--- config.mk ---
export PLATFORM = sky130hd
export DESIGN_NAME = eth_rx_writer
export DESIGN_NICKNAME = d
export VERILOG_FILES = /design/src/rtl/eth_rx_writer.sv
export SDC_FILE = /design/constraint.sdc
export NUM_CORES = 1
export LEC_CHECK = 0
export ABC_CLOCK_PERIOD_IN_PS = 3400
export CAP_MARGIN = 20
export CORE_UTILIZATION = 45
export CTS_CLUSTER_DIAMETER = 60
export DETAILED_ROUTE_END_ITERATION = 12
export GPL_TIMING_DRIVEN = 0
export HOLD_SLACK_MARGIN = 0.08
export MAX_ROUTING_LAYER = met4
export PLACE_DENSITY = 0.72
export SLEW_MARGIN = 20
export SYNTH_ARGS = -nofsm -noshare
export SYNTH_HDL_FRONTEND = slang
export SYNTH_SLANG_ARGS = --single-unit
--- constraint.sdc ---
create_clock -name clk -period 3.4 [get_ports clk]
set_input_delay 0.51 -clock clk [delete_from_list [all_inputs] [get_ports clk]]
set_output_delay 0.51 -clock clk [all_outputs]
set_load 0.005 [all_outputs]
--- src/rtl/eth_rx_writer.sv ---
// Ethernet receive writer: assembles MII nibbles into 32-bit words and writes
// them to the arbiter's Ethernet write port, with per-frame word limit and overflow.
module eth_rx_writer #(
    parameter int ADDR_W = 9,
    parameter int CNT_W  = 7
) (
    input  logic              clk,
    input  logic              rst,
    input  logic [ADDR_W-1:0] base_addr_i,
    input  logic [CNT_W-1:0]  max_words_i,
    input  logic              rx_dv_i,
    input  logic [3:0]        rxd_i,
    output logic [ADDR_W-1:0] ewr_addr_o,
    output logic [31:0]       ewr_data_o,
    output logic              ewr_write_o,
    output logic              frame_done_o,
    output logic [CNT_W-1:0]  frame_words_o,
    output logic              overflow_o,
    output logic              busy_o
);

    localparam logic [1:0] IDLE  = 2'd0;
    localparam logic [1:0] RECV  = 2'd1;
    localparam logic [1:0] FLUSH = 2'd2;
    localparam logic [1:0] DONE  = 2'd3;

    localparam logic [ADDR_W-1:0] PTR_ONE = 1;
    localparam logic [CNT_W-1:0]  CNT_ONE = 1;

    logic [1:0]        state;
    logic [ADDR_W-1:0] ptr;
    logic [31:0]       sr;
    logic [2:0]        nib_cnt;
    logic [CNT_W-1:0]  word_cnt;
    logic [CNT_W-1:0]  limit;
    logic              prev_dv;
    logic [31:0]       shifted;
    logic [4:0]        flush_shift;
    logic [31:0]       flush_data;
    logic              room;

    assign shifted     = {rxd_i, sr[31:4]};
    // 4*(8-nib_cnt); nib_cnt is never 0 in FLUSH so the 3-bit wrap is exact
    assign flush_shift = {3'd0 - nib_cnt, 2'b00};
    assign flush_data  = sr >> flush_shift;
    assign room        = (word_cnt < limit);
    assign busy_o      = (state != IDLE);

    always_ff @(posedge clk or posedge rst) begin
        if (rst) begin
            state         <= IDLE;
            ptr           <= '0;
            sr            <= '0;
            nib_cnt       <= '0;
            word_cnt      <= '0;
            limit         <= '0;
            prev_dv       <= 1'b1;
            ewr_addr_o    <= '0;
            ewr_data_o    <= '0;
            ewr_write_o   <= 1'b0;
            frame_done_o  <= 1'b0;
            frame_words_o <= '0;
            overflow_o    <= 1'b0;
        end else begin
            prev_dv      <= rx_dv_i;
            ewr_write_o  <= 1'b0;
            frame_done_o <= 1'b0;
            case (state)
                IDLE: begin
                    if (rx_dv_i && !prev_dv) begin
                        ptr        <= base_addr_i;
                        limit      <= max_words_i;
                        word_cnt   <= '0;
                        overflow_o <= 1'b0;
                        sr         <= {rxd_i, 28'h0};
                        nib_cnt    <= 3'd1;
                        state      <= RECV;
                    end
                end
                RECV: begin
                    if (rx_dv_i) begin
                        sr      <= shifted;
                        nib_cnt <= nib_cnt + 3'd1;
                        if (nib_cnt == 3'd7) begin
                            if (room) begin
                                ewr_data_o  <= shifted;
                                ewr_addr_o  <= ptr;
                                ewr_write_o <= 1'b1;
                                ptr         <= ptr + PTR_ONE;
                                word_cnt    <= word_cnt + CNT_ONE;
                            end else begin
                                overflow_o <= 1'b1;
                            end
                        end
                    end else if (nib_cnt != 3'd0 && room) begin
                        state <= FLUSH;
                    end else begin
                        state <= DONE;
                    end
                end
                FLUSH: begin
                    ewr_data_o  <= flush_data;
                    ewr_addr_o  <= ptr;
                    ewr_write_o <= 1'b1;
                    ptr         <= ptr + PTR_ONE;
                    word_cnt    <= word_cnt + CNT_ONE;
                    state       <= DONE;
                end
                DONE: begin
                    frame_done_o  <= 1'b1;
                    frame_words_o <= word_cnt;
                    state         <= IDLE;
                end
                default: state <= IDLE;
            endcase
        end
    end

endmodule

==> results of run 1 <==
final cells by class:
class / instances / area (sq um) / area share [%]
sequential: 112 / 2804 / 36.42
clock buffer: 12 / 256.5 / 3.332
buffer: 46 / 267.8 / 3.478
clock inverter: 4 / 36.28 / 0.4713
multi-input combinational: 407 / 3115 / 40.47
inverter: 43 / 165.2 / 2.145
timing repair buffer: 78 / 828.3 / 10.76
tap: 180 / 225.2 / 2.925
power by group through the flow:
stage          clock, mW  sequential [mW]  combinational (mW)
4_1_cts             1.09             2.18                4.25
6_report            1.07             2.18                4.28
3_3_place_gp           0             2.18                4.16
2_1_floorplan          0             2.10                2.94
5_1_grt             1.14             2.24                4.63
3_5_place_dp           0             2.20                4.24
cell usage after synthesis (2+ instances only):
library cell / instances
or2_2: 3
nand3_1: 30
a222oi_1: 3
a32oi_1: 4
mux2_4: 34
o21ai_1: 4
a22o_1: 9
a21oi_1: 24
a221oi_1: 4
and3_1: 2
a22oi_1: 10
ha_1: 16
mux4_2: 5
a31oi_1: 2
and2_1: 2
mux2_2: 28
clkbuf_1: 23
buf_6: 7
buf_2: 9
o22ai_1: 14
mux2i_1: 23
nand2b_1: 5
buf_1: 2
mux4_1: 3
dfrtp_1: 111
inv_1: 42
nand2_1: 78
nand4_1: 4
o31ai_1: 9
nor2_1: 16
nor2b_1: 13
o21ai_0: 40
buf_4: 4
a32o_1: 2
per-layer routing:
layer / global-route usage [%] / wire length [um]
met1: 35.97 / 8090
met2: 38.79 / 7880
met3: 3.302 / 894
met4: 8.951 / 337
met5: - / 0
worst min path at each step:
stage	cells after the start	slack, ns	endpoint
floorplan	2	0.44	sr[0]
global route	2	0.49	ewr_addr_o[0]
finish	2	0.46	ewr_addr_o[0]
detailed placement	1	0.48	overflow_o
global placement	2	0.46	sr[1]
CTS	2	0.47	ewr_addr_o[0]
kinds of logic after synthesis:
group	count (synthesis)	synth area share (%)
flip-flops	112	44.17
buffers and inverters	89	6.760
adder cells (fa/ha/maj)	16	3.153
AND/OR/NAND/NOR	162	12.04
AO/OA/AOI/OAI	136	14.23
multiplexers	93	19.65
registers in the layout (all words and copies together) (netlist names):
register and cells:
ptr 9, frame_words_o 7, ewr_write_o 1, prev_dv 1, overflow_o 1, word_cnt 7, state 2, ewr_data_o 32
nib_cnt 3, sr 32, frame_done_o 1, limit 7, ewr_addr_o 9
worst register-to-register path, delay by kind of cell (launching register included):
kind                     cells  cell delay [ns]
multiplexers                 1             0.29
AO/OA/AOI/OAI                3             0.84
adder cells (fa/ha/maj)      2             0.61
buffers and inverters        4             0.82
flip-flops                   1             0.38
through the flow:
step                hold slack, ns  cell area (sq um)  total power [mW]  worst slack [ns]  util, %
finish                      0.4622               7699             7.530            0.3507    55.68
global route                0.4940               7699             8.018            0.2071    55.68
CTS                         0.4696               7699             7.527            0.3922    55.68
detailed placement          0.4777               7406             6.443            0.4128    53.56
global placement            0.4557               7318             6.338            0.3815    52.93
floorplan                   0.4376               6352             5.043             1.024        -
==> results by group, run 1 <==
Critical path
  – Stages on the worst setup path: 10
  – Critical Path Sink Type: flip-flop
  – Max incr delay on CP: around 0.40 ns
  – R2r endpoint: ewr_data_o[0]
  – CP Max Fanout: 10
  – Critical path class: reg2reg
  – CP Data Required Time: between 3 and 4 ns
  – Reg2reg start: nib_cnt[0]
  – CP Capture Point: ewr_data_o[0]
  – Slowest-stage cell, CP: ha_1
  – CP arrival: 3.30 ns
  – Crit-path cells: buf_6, inv_1, buf_2, ha_1, ha_1, buf_2, o21ai_1, a222oi_1, o21ai_0, mux2_2
  – FF-to-FF path depth: 10
  – Worst Path Buf+Inv: 4
  – R2R Setup Slk: ~0.35 ns
  – Critical Path Start: nib_cnt[0]
  – Top delay family on crit path: compound AO/OA/AOI/OAI gates
  – Worst setup SP type: flip-flop

Clock network
  – Clk slew on worst S/H paths: 0.08 ns
  – Setup bufs post-CTS: 0
  – Resized cells post-CTS: 0
  – Clock latency at the later pin of the worst-skew pair: around 0.37 ns
  – CTS sink cnt: approximately 110
  – CTS max path bufs: 2
  – CTS Hold Bufs: 0
  – CTS root buffer: clkbuf_16
  – TritonCTS buffer count: 9
  – CTS HTree Levels: 3
  – CTS tree: done

STA
  – Skew final: ~0.0094 ns
  – Max Slew Vio Count: 0
  – Unrepaired setup endpoints after global routing: no
  – Setup violators final: 0
  – Fin crit period: 3.049 ns
  – Rel. slew slack: between 50 and 60%
  – Ratio of final minimum period to clock period: 89.68%
  – Fmax: approximately 330 MHz
  – Final hold vios: 0
  – Setup tns final: 0 ns
  – Worst-Margin Slew: 0.7439 ns

Layout
  – Share of cells above drive strength 1: ~17%
  – Nets@finish: around 740
  – Commonest non-fill, non-tap cell in the layout: dfrtp_1
  – Diodes inserted: 0
  – Most frequent cells in the layout: dfrtp_1 (111), nand2_1 (78), clkdlybuf4s50_1 (74)
  – Area delta synth->final: 21.27%
  – Fill cells: 1,168
  – Post-Layout Cell Count: 882

Synthesis
  – Ys async rst share: 100.0%
  – Post-Syn Instances: ~600
  – Synth Cell Area: 6349 sq um
  – Synthesis-stage register bit count: roughly 110
  – EDFF count, synth: 0
  – Largest area contributor in the netlist: dfrtp_1
  – Yosys warns: 0
  – Synth Flop Type: dfrtp_1
  – Library cells used by synthesis: 57
  – Syn Area/Cell: 10.44 sq um
  – Yosys top cell area share: 43.75%
  – Seq/Total Area, Yosys: between 40 and 50%
  – Syn Nets: 647
  – Dominant cells by area after synthesis: dfrtp_1 (44%), mux2_4 (8.0%), mux2_2 (5.0%), nand2_1 (4.6%), mux2i_1 (3.6%)

Die
  – Initial Utilization: a little under half
  – I/O pins: 75
  – Die area: roughly 15,000 sq um
  – Die X-Extent: 120.8 um
  – Die Height: about 120 um
  – FP Rows: between 40 and 50
  – Core Box Area: around 14,000 sq um

Global route
  – GRT Util Overall: 25.78%
  – Largest net degree at the start of global routing: 31
  – First-pass GRT wire length: 27,650 um
  – GRT Residual Overflow: 0
  – Vias in the first global route: between 4k and 5k
  – Initial antenna violation count: 0

Power and ir drop
  – Clk pwr share: around 14%
  – Sw Ratio: about two fifths
  – Pwr Density: approximately 980 nW/um^2
  – Max VDD drop: around 360 uV
  – Reg power frac: between 20 and 30%
  – Leak: around 3.5 nW
  – Combinational power share: a little under three fifths
  – Power Internal: about 4.4 mW
  – Sw Pwr: between 3 and 4 mW

Outcome
  – Outcome: completed

Placement
  – Final GP Congestion: between 0.9 and 1
  – Placed cells: about 870
  – PortBufs: 74
  – Hpwl dp: ~13,000 um

Run
  – Max-capacitance violation count: 0

Routing
  – DR DRC count: 0
  – Routed wire length: between 15,000 and 20,000 um
  – Routed Antenna Nets: 0
  – Vias/cell: just under 6
  – Routed len/inst: 19.50 um
  – DRT Pass-1 Iters: 5
  – Initial DRC count: roughly 440
  – Via Count: 5,086

Worst hold path
  – Hold Crit Class: in2async
(Power assumes the default switching activity.)
==> run 2: changes to the inputs <==
--- a/config.mk
+++ b/config.mk
@@ -7,13 +7,13 @@
 export LEC_CHECK = 0
 export ABC_CLOCK_PERIOD_IN_PS = 3400
 export CAP_MARGIN = 20
-export CORE_UTILIZATION = 45
+export CORE_UTILIZATION = 31
 export CTS_CLUSTER_DIAMETER = 60
 export DETAILED_ROUTE_END_ITERATION = 12
 export GPL_TIMING_DRIVEN = 0
 export HOLD_SLACK_MARGIN = 0.08
 export MAX_ROUTING_LAYER = met4
-export PLACE_DENSITY = 0.72
+export PLACE_DENSITY = 0.54
 export SLEW_MARGIN = 20
 export SYNTH_ARGS = -nofsm -noshare
 export SYNTH_HDL_FRONTEND = slang
==> results by group, run 2 (synthesis results as in run 1) <==
Routing
  – Via Count: 5,028 (was 5,086)
  – Initial DRC count: 369 (was 441)
  – Routed len/inst: 19.03 um (was 19.50 um)
  – DR DRC count: 0 (unchanged)
  – Routed Antenna Nets: 0 (unchanged)
  – Routed wire length: 18,380 um (was 17,200 um)
  – DRT Pass-1 Iters: 6 (was 5)
  – Vias/cell: 5.205 (was 5.766)

STA
  – Fin crit period: 3.005 ns (was 3.049 ns)
  – Setup violators final: 0 (unchanged)
  – Ratio of final minimum period to clock period: 88.40% (was 89.68%)
  – Fmax: 332.7 MHz (was 327.9 MHz)
  – Unrepaired setup endpoints after global routing: no (unchanged)
  – Worst-Margin Slew: 0.6855 ns (was 0.7439 ns)
  – Skew final: 0.007795 ns (was 0.009351 ns)
  – Rel. slew slack: 53.99% (was 50.07%)
  – Setup tns final: 0 ns (unchanged)
  – Final hold vios: 0 (unchanged)
  – Max Slew Vio Count: 0 (unchanged)

Placement
  – Placed inst area: 7485 sq um (was 7406 sq um)
  – Final GP Congestion: 0.8816 (was 0.9289)
  – PortBufs: 74 (unchanged)
  – Hpwl dp: 13,430 um (was 12,580 um)

Layout
  – Cell area after layout: 7775 sq um (was 7699 sq um)
  – Multi-input gate area: 3115 sq um (unchanged)
  – Area delta synth->final: 22.47% (was 21.27%)
  – Diodes inserted: 0 (unchanged)
  – Biggest regs: ewr_data_o (32), sr (32) (unchanged)
  – Layout Utilization: 39.30% (was 55.68%)
  – Share of cells above drive strength 1: 17.26% (was 17.24%)
  – Commonest non-fill, non-tap cell in the layout: dfrtp_1 (unchanged)
  – Most frequent cells in the layout: dfrtp_1 (111), nand2_1 (78), clkdlybuf4s50_1 (74) (unchanged)
  – Register area: 2804 sq um (unchanged)
  – Nets@finish: 735 (was 736)
  – Fill cells: 1,986 (was 1,168)

Global route
  – GRT Residual Overflow: 0 (unchanged)
  – First-pass GRT wire length: 29,200 um (was 27,650 um)
  – Largest net degree at the start of global routing: 34 (was 31)
  – GRT Util Overall: 18.48% (was 25.78%)
  – Initial antenna violation count: 0 (unchanged)
  – Vias in the first global route: 4,979 (was 4,995)

Run
  – Max-capacitance violation count: 0 (unchanged)

Critical path
  – Worst setup SP type: flip-flop (unchanged)
  – CP Data Required Time: 3.65 ns (about the same)
  – CP arrival: 3.25 ns (was 3.30 ns)
  – CP Max Fanout: 10 (unchanged)
  – Critical Path Sink Type: flip-flop (unchanged)
  – Max incr delay on CP: 0.38 ns (was 0.40 ns)
  – Crit-path cells: buf_6, inv_1, buf_2, ha_1, ha_1, buf_2, o21ai_1, a222oi_1, o21ai_0, mux2_2 (unchanged)
  – Top delay family on crit path: compound AO/OA/AOI/OAI gates (unchanged)
  – Critical path class: reg2reg (unchanged)
  – Worst Path Buf+Inv: 4 (unchanged)
  – Slowest-stage cell, CP: a222oi_1 (was ha_1)

Die
  – Die area: 21,060 sq um (was 14,590 sq um)
  – FP Rows: 51 (was 43)
  – Die Height: 145.1 um (was 120.8 um)
  – Initial Utilization: 32.09% (was 45.91%)
  – Core Box Area: 19,780 sq um (was 13,830 sq um)
  – Die X-Extent: 145.1 um (was 120.8 um)
  – I/O pins: 75 (unchanged)

Worst hold path
  – Hold Crit Class: reg2reg (was in2async)

Clock network
  – Setup bufs post-CTS: 0 (unchanged)
  – CTS sink cnt: 112 (unchanged)
  – Clk slew on worst S/H paths: 0.07 ns (was 0.08 ns)
  – CTS tree: done (unchanged)
  – Clock latency at the later pin of the worst-skew pair: 0.36 ns (was 0.37 ns)
  – CTS Hold Bufs: 0 (unchanged)
  – Resized cells post-CTS: 0 (unchanged)
  – CTS max path bufs: 2 (unchanged)
  – TritonCTS buffer count: 9 (unchanged)
  – CTS HTree Levels: 3 (unchanged)
  – CTS root buffer: clkbuf_16 (unchanged)

Power and ir drop
  – Leak: 3.520 nW (was 3.536 nW)
  – Pwr Density: 970.8 nW/um^2 (was 978.2 nW/um^2)
  – Max VDD drop: 325.0 uV (was 361.2 uV)

Outcome
  – Outcome: completed (unchanged)
## run 2: changes by cell type in the layout (fill, tap and decap cells not counted), sizes merged
cell and delta:
buf -1, clkbuf -2, clkinv +1, clkinvlp +1
## run 2: path summary, 6_finish.rpt
path                             from             to  slack, ns  cells after the start
max reg2reg                nib_cnt[0]  ewr_data_o[0]       0.39                     10
max in group asynchronous         rst        prev_dv       2.27                      3
min reg2reg                     sr[2]          sr[2]       0.48                      2
max                        nib_cnt[0]  ewr_data_o[0]       0.39                     10
min                             sr[2]          sr[2]       0.48                      2
min in group asynchronous         rst  ewr_addr_o[3]       0.53                      2
## run 2: area by class of cell
class | count | share of cell area (%)
multi-input combinational | 407 | 40.07
sequential | 112 | 36.06
timing repair buffer | 77 | 10.30
tap | 265 | 4.265
buffer | 46 | 3.444
clock buffer | 10 | 3.074
inverter | 43 | 2.124
clock inverter | 6 | 0.6598
## run 2: layer usage
layer	global-route usage [%]	part of all wire, %	vias up
met5	-	0	-
met4	6.684	2.0	0
met3	1.981	4.1	22
met2	27.55	46	147
met1	25.87	48	2523
li1	-	-	2336
## run 2: power by group
part | total [mW] | switching, mW | internal, mW
Clock | 1.06 | 0.532 | 0.529
Combinational | 4.30 | 2.22 | 2.08
Sequential | 2.19 | 0.406 | 1.78
## run 2: tightest hold or removal path, cell delays in order (launching register included)
cell and delay [ns]:
dfrtp_1 0.35, nand2_1 0.05, o31ai_1 0.05
## run 2: through the flow
| stage | hold slack [ns] | total power, mW | std cells | setup slack (ns) |
|---|---|---|---|---|
| final | 0.4811 | 7.548 | 966 | 0.3946 |
| after global placement | 0.4600 | 6.464 | 947 | 0.3499 |
| after global routing | 0.5277 | 8.069 | 966 | 0.1768 |
| after floorplan | 0.4376 | 5.043 | 608 | 1.024 |
| after CTS | 0.4830 | 7.611 | 966 | 0.3821 |
| after detailed placement | 0.4652 | 6.519 | 950 | 0.3923 |
